[src/rtl/jt1943_arb_pkg.sv]
// Shared types and helpers for the 1943 ROM arbiter.
// Contents:
//   arb_state_t : arbiter FSM states.
//   AW_DEF/DW_DEF : default address and data widths.
//   rr_pick()   : round-robin search over up to 8 pending slots.
package jt1943_arb_pkg;

    typedef enum logic {ARB_IDLE, ARB_WAIT} arb_state_t;

    localparam int AW_DEF = 22;
    localparam int DW_DEF = 32;

    typedef struct packed {
        logic       found;
        logic [2:0] idx;
    } rr_pick_t;

    // Scans ptr+1, ptr+2, ... modulo slots and returns the first pending one.
    function automatic rr_pick_t rr_pick(input logic [7:0] pending,
                                         input logic [2:0] ptr,
                                         input int         slots);
        rr_pick_t   r;
        int         j;
        logic [2:0] j3;
        r.found = 1'b0;
        r.idx   = 3'd0;
        for (int k = 1; k <= 8; k++) begin
            if (k <= slots && !r.found) begin
                j  = (int'(ptr) + k) % slots;
                j3 = 3'(j);
                if (pending[j3]) begin
                    r.found = 1'b1;
                    r.idx   = j3;
                end
            end
        end
        return r;
    endfunction

endpackage

[src/rtl/jt1943_arb_slot.sv]
// One requester's cache entry: cached address, valid flag, data word and
// the registered slot_ok.
// Ports:
//   clk, rst        : clock, synchronous active-high reset
//   clr             : drop valid and slot_ok, keep data (download abort)
//   load            : capture addr_in as the address being fetched
//   fill, fill_data : store returned SDRAM word and mark valid
//   slot_req, addr_in : requester's level request and current address
//   hit, ok, data   : hit flag, registered ok, cached word
module jt1943_arb_slot
    import jt1943_arb_pkg::*;
#(
    parameter int AW = AW_DEF,
    parameter int DW = DW_DEF
) (
    input  logic          clk,
    input  logic          rst,
    input  logic          clr,
    input  logic          load,
    input  logic          fill,
    input  logic [DW-1:0] fill_data,
    input  logic          slot_req,
    input  logic [AW-1:0] addr_in,
    output logic          hit,
    output logic          ok,
    output logic [DW-1:0] data
);

    logic [AW-1:0] addr_q, addr_d;
    logic          valid_q, valid_d;
    logic [DW-1:0] data_q, data_d;
    logic          ok_q, ok_d;
    logic          addr_match;

    assign addr_match = (addr_q == addr_in);
    assign hit        = valid_q & addr_match;

    always_comb begin
        addr_d  = load ? addr_in : addr_q;
        data_d  = fill ? fill_data : data_q;
        valid_d = valid_q;
        if (load) valid_d = 1'b0;
        if (fill) valid_d = 1'b1;
        // On the fill edge valid is still low, so the fill itself counts as a hit.
        ok_d = slot_req & addr_match & (valid_q | fill);
        if (clr) begin
            valid_d = 1'b0;
            ok_d    = 1'b0;
        end
    end

    always_ff @(posedge clk) begin
        if (rst) begin
            addr_q  <= '0;
            valid_q <= 1'b0;
            data_q  <= '0;
            ok_q    <= 1'b0;
        end else begin
            addr_q  <= addr_d;
            valid_q <= valid_d;
            data_q  <= data_d;
            ok_q    <= ok_d;
        end
    end

    assign ok   = ok_q;
    assign data = data_q;

endmodule

[src/rtl/jt1943_rom_arb.sv]
// ROM read arbiter: shares one SDRAM read channel among SLOTS requesters,
// each with a one-word cache.
// Ports:
//   clk, rst          : game clock, synchronous active-high reset
//   downloading       : ROM download in progress, aborts and blocks reads
//   slot_req/addr     : per-slot level request and relative word address
//   slot_ok/data      : per-slot registered valid flag and cached word
//   mem_req/addr      : SDRAM read request (held until mem_rdy), absolute address
//   mem_rdy/data      : SDRAM one-cycle ready pulse with data
module jt1943_rom_arb
    import jt1943_arb_pkg::*;
#(
    parameter int                    SLOTS       = 4,
    parameter int                    AW          = AW_DEF,
    parameter int                    DW          = DW_DEF,
    parameter logic [SLOTS*AW-1:0]   SLOT_OFFSET = '0
) (
    input  logic                clk,
    input  logic                rst,
    input  logic                downloading,
    input  logic [SLOTS-1:0]    slot_req,
    input  logic [SLOTS*AW-1:0] slot_addr,
    output logic [SLOTS-1:0]    slot_ok,
    output logic [SLOTS*DW-1:0] slot_data,
    output logic                mem_req,
    output logic [AW-1:0]       mem_addr,
    input  logic                mem_rdy,
    input  logic [DW-1:0]       mem_data
);

    arb_state_t    state_q, state_d;
    logic [2:0]    grant_q, grant_d;
    logic [2:0]    ptr_q, ptr_d;
    logic          mem_req_q, mem_req_d;
    logic [AW-1:0] mem_addr_q, mem_addr_d;

    logic [SLOTS-1:0] hit, pending, load, fill;
    logic [AW-1:0]    abs_addr [SLOTS];
    rr_pick_t         pick;

    for (genvar i = 0; i < SLOTS; i++) begin : g_slot
        assign abs_addr[i] = slot_addr[i*AW +: AW] + SLOT_OFFSET[i*AW +: AW];
        assign pending[i]  = slot_req[i] & ~hit[i] &
                             ~((state_q == ARB_WAIT) && (grant_q == 3'(i)));

        jt1943_arb_slot #(.AW(AW), .DW(DW)) u_slot (
            .clk       (clk),
            .rst       (rst),
            .clr       (downloading),
            .load      (load[i]),
            .fill      (fill[i]),
            .fill_data (mem_data),
            .slot_req  (slot_req[i]),
            .addr_in   (slot_addr[i*AW +: AW]),
            .hit       (hit[i]),
            .ok        (slot_ok[i]),
            .data      (slot_data[i*DW +: DW])
        );
    end

    always_comb begin
        state_d    = state_q;
        grant_d    = grant_q;
        ptr_d      = ptr_q;
        mem_req_d  = mem_req_q;
        mem_addr_d = mem_addr_q;
        load       = '0;
        fill       = '0;
        pick       = rr_pick(8'(pending), ptr_q, SLOTS);
        if (downloading) begin
            state_d   = ARB_IDLE;
            mem_req_d = 1'b0;
        end else begin
            case (state_q)
                ARB_IDLE: begin
                    mem_req_d = 1'b0;
                    if (pick.found) begin
                        grant_d   = pick.idx;
                        mem_req_d = 1'b1;
                        state_d   = ARB_WAIT;
                        for (int i = 0; i < SLOTS; i++) begin
                            if (pick.idx == 3'(i)) begin
                                mem_addr_d = abs_addr[i];
                                load[i]    = 1'b1;
                            end
                        end
                    end
                end
                ARB_WAIT: begin
                    if (mem_rdy) begin
                        mem_req_d = 1'b0;
                        ptr_d     = grant_q;
                        state_d   = ARB_IDLE;
                        for (int i = 0; i < SLOTS; i++) begin
                            if (grant_q == 3'(i)) fill[i] = 1'b1;
                        end
                    end
                end
                default: state_d = ARB_IDLE;
            endcase
        end
    end

    always_ff @(posedge clk) begin
        if (rst) begin
            state_q    <= ARB_IDLE;
            grant_q    <= '0;
            ptr_q      <= 3'(SLOTS - 1);
            mem_req_q  <= 1'b0;
            mem_addr_q <= '0;
        end else begin
            state_q    <= state_d;
            grant_q    <= grant_d;
            ptr_q      <= ptr_d;
            mem_req_q  <= mem_req_d;
            mem_addr_q <= mem_addr_d;
        end
    end

    assign mem_req  = mem_req_q;
    assign mem_addr = mem_addr_q;

endmodule

[config.mk]
export PLATFORM = sky130hd
export DESIGN_NAME = jt1943_rom_arb
export DESIGN_NICKNAME = d
export VERILOG_FILES = /design/src/rtl/jt1943_arb_pkg.sv /design/src/rtl/jt1943_arb_slot.sv /design/src/rtl/jt1943_rom_arb.sv
export SDC_FILE = /design/constraint.sdc
export NUM_CORES = 1
export LEC_CHECK = 0
export ABC_AREA = 1
export ABC_CLOCK_PERIOD_IN_PS = 5330
export CAP_MARGIN = 20
export CORE_UTILIZATION = 40
export CTS_CLUSTER_SIZE = 28
export DETAILED_ROUTE_END_ITERATION = 12
export HOLD_SLACK_MARGIN = 0.15
export PLACE_DENSITY = 0.67
export REMOVE_ABC_BUFFERS = 1
export SLEW_MARGIN = 20
export SYNTH_ARGS = -nofsm -noshare
export SYNTH_HDL_FRONTEND = slang
export SYNTH_SLANG_ARGS = --single-unit
[constraint.sdc]
create_clock -name clk -period 5.33 [get_ports clk]
set_clock_uncertainty 0.15 [all_clocks]
set_input_delay 0.533 -clock clk [delete_from_list [all_inputs] [get_ports clk]]
set_output_delay 0.533 -clock clk [all_outputs]
set_load 0.05 [all_outputs]
## After elaboration in Yosys (flattened, before gate mapping)

Cells that the tools add are included.

| storage, ports and cells | value |
|---|---|
| output and inout bits | 155 |
| register bits | 253 |
| word-level logic and storage cells | 143 |
| input port bits | 128 |

| cells by class | value |
|---|---|
| reductions and logical operators | 19 |
| equal/unequal tests | 11 |
| bitwise operators | 38 |
| $add $sub $neg | 4 |
| magnitude comparators | 4 |
| multiplexer cells | 46 |

Operators with widths:

| kind | count |
|---|---|
| $eq A22 B22 Y1 | 4 |
| $mux W22 | 4 |
| $mux W4 | 13 |
| $mux W1 | 23 |
| $and A1 B1 Y1 | 20 |
| $lt A3 B4 Y1 const B | 4 |
| $bmux W1 S3 | 4 |
| $eq A3 B2 Y1 const B | 4 |
| $not A1 Y1 | 10 |
| $reduce_or A2 Y1 | 5 |
| $reduce_bool A2 Y1 | 4 |
| $eq A3 B1 Y1 const B | 2 |
| $logic_not A3 Y1 | 2 |
| $reduce_and A3 Y1 | 2 |
| $add A2 B1 Y2 const B | 2 |
| $add A2 B2 Y2 const B | 2 |
| $and A1 B1 Y1 const A | 4 |
| $logic_and A1 B1 Y1 | 4 |
| $or A1 B1 Y1 | 4 |
| $pmux W1 S2 | 2 |
| $reduce_and A4 Y1 | 1 |
| $reduce_bool A4 Y1 | 1 |
| $ne A2 B2 Y1 const B | 1 |

## Longest topological paths before layout

| depth | value |
|---|---|
| depth after elaboration | 21 |
| depth in mapped cells | 23 |
| mapped depth without buffers | 22 |

## By module

A second synthesis with hierarchy kept.

| second synthesis, totals | value |
|---|---|
| cell total of the unflattened synthesis | 1784 |
| area total of the unflattened synthesis | 11755.0 sq um |

Modules (own cells, without submodules):

| module | times used | area an instance (sq um) | seq. area each (sq um) | cells each |
|---|---|---|---|---|
| jt1943_arb_slot | 4 | 2351.0 | 1121.1 | 344 |
| jt1943_rom_arb | 1 | 2351.0 | 560.5 | 408 |

## Least setup slack after synthesis

OpenSTA, ideal clock, no wires.

| path | value |
|---|---|
| path type | input to register |
| start | input slot_addr[12] |
| end | register mem_addr_q[21] (netlist: mem_addr[21]) |
| path slack | 2.782 ns |
| cell stages on the path | 19 |
| data arrival time | 2.270 ns |
| library setup time | 0.128 ns |
| buffers on the path | 2 |
| required time | 5.052 ns |
| cells stage by stage | xor2_1 > nor2_1 > nand2_1 > nor2_1 > nand4_1 > nand3_1 > nand2_1 > nand2_1 > nand2_2 > nor2_4 > nand3_1 > nand2_1 > nand2_2 > buf_4 > buf_4 > nand3_1 > nand2_1 > a21oi_1 > nor2_1 |

| between the ends | value |
|---|---|
| word-level cells in the longest chain between the ends | 18 |
| elaborated cells between the ends (all ways) | 29 |
| classes of those cells | eq/ne: 4; mux: 18; bitwise: 4; reduce/logical: 3 |

RTL lines:

| item | line | source |
|---|---|---|
| start: declaration | jt1943_rom_arb.sv:22 | `input logic [SLOTS*AW-1:0] slot_addr,` |
| $eq A22 B22 Y1 (*) | jt1943_arb_slot.sv:35 | `assign addr_match = (addr_q == addr_in);` |
| $and A1 B1 Y1 (*) | jt1943_arb_slot.sv:36 | `assign hit = valid_q & addr_match;` |
| $not A1 Y1 (*) | jt1943_rom_arb.sv:43 | `assign pending[i] = slot_req[i] & ~hit[i] &` |
| $and A1 B1 Y1 (*) (2 in series) | jt1943_rom_arb.sv:43 |  |
| $bmux W1 S3 | jt1943_arb_pkg.sv:31 | `if (pending[j3]) begin` |
| $mux W1 (not written as such) | jt1943_arb_pkg.sv:31 |  |
| $mux W4 (2 in series) | jt1943_arb_pkg.sv:31 |  |
| $mux W4 | jt1943_arb_pkg.sv:28 | `if (k <= slots && !r.found) begin` |
| $mux W4 | jt1943_arb_pkg.sv:31 |  |
| $mux W4 | jt1943_arb_pkg.sv:28 |  |
| $mux W4 | jt1943_arb_pkg.sv:31 |  |
| $mux W4 (*) | jt1943_arb_pkg.sv:28 |  |
| $eq A3 B1 Y1 | jt1943_rom_arb.sv:82 | `if (pick.idx == 3'(i)) begin` |
| $mux W22 (3 in series) | jt1943_rom_arb.sv:82 |  |
| end signal: assignment | jt1943_rom_arb.sv:116 | `mem_addr_q <= mem_addr_d;` |
| end: declaration | jt1943_rom_arb.sv:35 | `logic [AW-1:0] mem_addr_q, mem_addr_d;` |

Every way passes the cells marked *; elsewhere a longest branch is shown, timed or not. The select of a mux whose other input is x is not followed.
A chain may end at the register's enable or synchronous reset.

## Worst setup path in the final report

| path | value |
|---|---|
| start | input slot_addr[68] |
| end | register g_slot[2].u_slot.addr_q[18] |

| between the ends | value |
|---|---|
| word-level cells in the longest chain between the ends | 19 |
| elaborated cells between the ends (all ways) | 25 |
| classes of those cells | eq/ne: 2; mux: 19; bitwise: 4 |

RTL lines:

| item | line | source |
|---|---|---|
| $eq A22 B22 Y1 (*) | jt1943_arb_slot.sv:35 |  |
| $and A1 B1 Y1 (*) | jt1943_arb_slot.sv:36 |  |
| $not A1 Y1 (*) | jt1943_rom_arb.sv:43 |  |
| $and A1 B1 Y1 (*) (2 in series) | jt1943_rom_arb.sv:43 |  |
| $bmux W1 S3 | jt1943_arb_pkg.sv:31 |  |
| $mux W1 (not written as such) | jt1943_arb_pkg.sv:31 |  |
| $mux W4 (2 in series) | jt1943_arb_pkg.sv:31 |  |
| $mux W4 | jt1943_arb_pkg.sv:28 |  |
| $mux W4 | jt1943_arb_pkg.sv:31 |  |
| $mux W4 | jt1943_arb_pkg.sv:28 |  |
| $mux W4 | jt1943_arb_pkg.sv:31 |  |
| $mux W4 (*) | jt1943_arb_pkg.sv:28 |  |
| $eq A3 B2 Y1 | jt1943_rom_arb.sv:82 |  |
| $mux W1 | jt1943_rom_arb.sv:82 |  |
| $mux W4 (*) | jt1943_rom_arb.sv:77 | `if (pick.found) begin` |
| $mux W4 (*) | jt1943_rom_arb.sv:74 | `case (state_q)` |
| $mux W4 (*) | jt1943_rom_arb.sv:70 | `if (downloading) begin` |
| end signal: assignment | jt1943_arb_slot.sv:59 | `addr_q <= addr_d;` |
| end: declaration | jt1943_arb_slot.sv:29 | `logic [AW-1:0] addr_q, addr_d;` |

Marks and branches as above.

==> impl_metrics.py <==
metrics = {
    "timing": {
        "fin_crit_sh_pct": 75.3,
        "setup_tns_ps": 0,
        "clock.fmax_mhz": 249,
        "drv_slew": 0,
        "hold_viol_final": 0,
        "layout_min_cycle_time_ps": 4010,
        "finalSetupViolations": 0,
        "rsz0062_at_grt": "false",
        "tightest_slew_ps": 923,
        "slew_headroom_pct": 38.5,
    },
    "run": {
        "drv_cap": 0,
    },
    "clock_tree": {
        "worst_skew_pair.late_latency_ps": 550,
        "cts_setup_buffers": 0,
        "cts_resized": 0,
        "cts_buffers": 29,
        "cts.sinks": 252,
        "clk_path_buf_depth": 3,
        "cts_tree": "done",
        "hold_buffers": 0,
        "clock-root-buffer": "clkbuf_16",
        "clk_pin_slew_worst_paths_ps": 60,
        "htree_levels": 1,
    },
    "yosys": {
        "seq_area_frac_synth_pct": 45.3,
        "syn-instance-count": 1644,
        "synth_top_family_by_area": "simple AND/OR/NAND/NOR gates",
        "ys_ff_latch": 252,
        "synthMuxAreaShare_pct": 0,
        "synth_fa_ha_area_share_pct": 0,
        "yosysWarnings": 0,
        "avgSynthCellArea_um2": 6.78,
        "synthSimpleGateAreaFrac_pct": 29.9,
        "synth.distinct_cells": 31,
        "synth_area_mm2": 0.0111,
        "synth_compound_area_share_pct": 13.1,
        "synthXorXnorAreaFrac_pct": 2.75,
    },
    "critical_path": {
        "cp-end-kind": "flop",
        "cp.arrival_ps": 4260,
        "worst-path-stages": 22,
        "criticalPathCategory": "input pin to flop",
        "critPathLaunchType": "input pin",
        "crit_fanout": 35,
        "critPathBufInv": 4,
        "reg2reg_depth": 21,
        "crit_family": "simple AND/OR/NAND/NOR gates",
        "rr_startpoint": "g_slot[3].u_slot.addr_q[2]$_SDFFE_PP0P_",
        "crit_slowest_cell": "clkdlybuf4s50_1",
        "r2r_slack_ps": 1460,
        "worstPathRequired_ps": 5580,
        "crit_chain": "clkdlybuf4s50_1 -> inv_1 -> nand2_1 -> nand2_1 -> nor2_1 -> nand2_1 -> nor2_1 -> nand4_1 -> nand3_1 -> nand2_1 -> nand2_1 -> nand2_2 -> nor2_4 -> nand3_1 -> nand2_1 -> inv_2 -> nand2_4 -> nor2_8 -> nand2_2 -> clkinv_2 -> o21ai_1 -> a21oi_1",
        "critPathMaxStageDelay_ps": 510,
        "timing.rr.end": "g_slot[2].u_slot.addr_q[18]$_SDFFE_PP0P_",
        "cp_common_cell": "nand2_1",
    },
    "route": {
        "final_antenna_net_count": 0,
        "vias": 11300,
        "first_pass_iters": 5,
        "wl_um": 37200,
        "wl_per_cell_um": 16.3,
        "drc": 0,
        "drt_iter0_markers": 750,
        "via_per_inst": 4.96,
    },
    "power_and_ir_drop": {
        "ir_drop_mv": 0.233,
        "p_leak_nw": 6.50,
        "power_density_mw_per_mm2": 333,
    },
    "status": {
        "outcome": "complete, no violations",
    },
    "die": {
        "start_util_pct": 41.1,
        "rows": 60,
        "die_w_um": 169,
        "die_h_um": 169,
        "core_area_mm2": 0.0271,
        "io_pins": 283,
        "design.die.area_mm2": 0.0285,
    },
    "finish": {
        "final_nets": 2012,
        "final_cell_mix": "nor2_1 (376), nand2_1 (327), clkdlybuf4s50_1 (281)",
        "nFillCells": 2601,
        "area_growth_pct": 34.8,
        "diodes": 0,
        "fin_cells": 2275,
        "final_util_pct": 55.4,
        "register_area_mm2": 0.00504,
        "layout_commonest_cell": "nor2_1",
        "multi_input_area_mm2": 0.00511,
        "drive_gt1_share_pct": 4.94,
    },
    "place": {
        "dp_cells": 2225,
        "numPortBuffers": 282,
        "hpwl_um": 25200,
        "gp_congestion": 0.861,
    },
    "global_route": {
        "grt_pass1_vias": 10800,
        "grt_pass1_wl_um": 57600,
        "antenna_found_initial": 0,
        "grt_max_degree": 188,
        "grtUsageTotal_pct": 25.5,
        "grt_overflow": 0,
    },
    "worst_hold_path": {
        "whs_path_depth": 1,
        "holdPathEnd": "mem_req$_SDFFE_PP0P_",
        "hp-class": "flop to flop",
        "hp-start": "mem_req$_SDFFE_PP0P_",
    },
}
[through the flow]
step	cell area, µm²	total power [mW]	setup WS, ps	hold slack (ps)
2_1_floorplan	10700	2.71	1740	296
3_3_place_gp	14100	3.11	911	304
3_5_place_dp	14100	3.12	836	308
4_1_cts	15000	5.02	1340	321
5_1_grt	15000	5.21	811	344
6_report	15000	4.99	1320	318
[cells in the mapped netlist]
cell type	number	area share [%]
a211oi_1	1	0.067
a21boi_0	1	0.067
a21oi_1	93	4.2
a31oi_1	1	0.056
buf_1	5	0.17
buf_2	15	0.67
buf_4	12	0.81
buf_6	6	0.61
clkbuf_1	47	1.6
clkbuf_2	2	0.090
clkinv_2	1	0.045
dfxtp_1	252	45
inv_1	129	4.3
inv_2	19	0.64
nand2_1	327	11
nand2_2	4	0.22
nand2_4	1	0.10
nand3_1	106	4.8
nand3_2	1	0.090
nand4_1	4	0.22
nor2_1	379	13
nor2_2	3	0.17
nor2_4	1	0.10
nor2_8	1	0.18
nor3_1	2	0.090
nor3b_1	3	0.20
o21a_1	2	0.13
o21ai_0	171	7.7
o21ai_1	20	0.90
xnor2_1	8	0.63
xor2_1	27	2.1
[worst max-delay path by stage]
stage                  start                                       end  slack [ps]
2_1_floorplan  slot_addr[12]  g_slot[1].u_slot.addr_q[21]$_SDFFE_PP0P_        1740
3_3_place_gp   slot_addr[28]   g_slot[2].u_slot.addr_q[0]$_SDFFE_PP0P_         910
3_5_place_dp   slot_addr[68]   g_slot[2].u_slot.addr_q[4]$_SDFFE_PP0P_         840
4_1_cts        slot_addr[68]  g_slot[2].u_slot.addr_q[18]$_SDFFE_PP0P_        1340
5_1_grt        slot_addr[29]   g_slot[2].u_slot.addr_q[3]$_SDFFE_PP0P_         810
6_report       slot_addr[68]  g_slot[2].u_slot.addr_q[18]$_SDFFE_PP0P_        1320
[flip-flops by register name, indices dropped and copies added (netlist names)]
| register | count |
|---|---|
| grant_q | 2 |
| g_slot.u_slot.ok | 4 |
| state_q | 1 |
| mem_addr | 22 |
| g_slot.u_slot.addr_q | 88 |
| ptr_q | 2 |
| g_slot.u_slot.data | 128 |
| g_slot.u_slot.valid_q | 4 |
| mem_req | 1 |
[per-layer routing]
| metal | routed length, µm | share of wire, % | track usage, % |
|---|---|---|---|
| met3 | 4010 | 11 | 8.77 |
| met5 | 0 | 0 | 0 |
| met1 | 15100 | 41 | 30.3 |
| met2 | 17100 | 46 | 43.0 |
| met4 | 950 | 2.6 | 7.75 |
[cell type report]
type	instances	area share [%]
Sequential cell	252	33.6
Inverter	149	3.78
Timing Repair Buffer	296	19.5
Multi-Input combinational cell	1156	34.0
Clock inverter	6	0.242
Clock buffer	44	5.81
Tap cell	372	3.10
[power by group]
group          leakage [nW]  internal [mW]  switching [mW]
Clock                 0.449           1.12           0.789
Combinational          4.01          0.353           0.661
Sequential             2.04           2.00          0.0767
Total                  6.50           3.47            1.53
[cell families (layout without fill, tap and decap cells)]
family | count (synthesis) | after routing
AOI/OAI and AO/OA | 289 | 289
xor gates and xnor gates | 35 | 35
and+or+nand+nor | 832 | 832
buffers and inverters | 236 | 495
DFF | 252 | 252
Power figures use the tool's default switching activity.
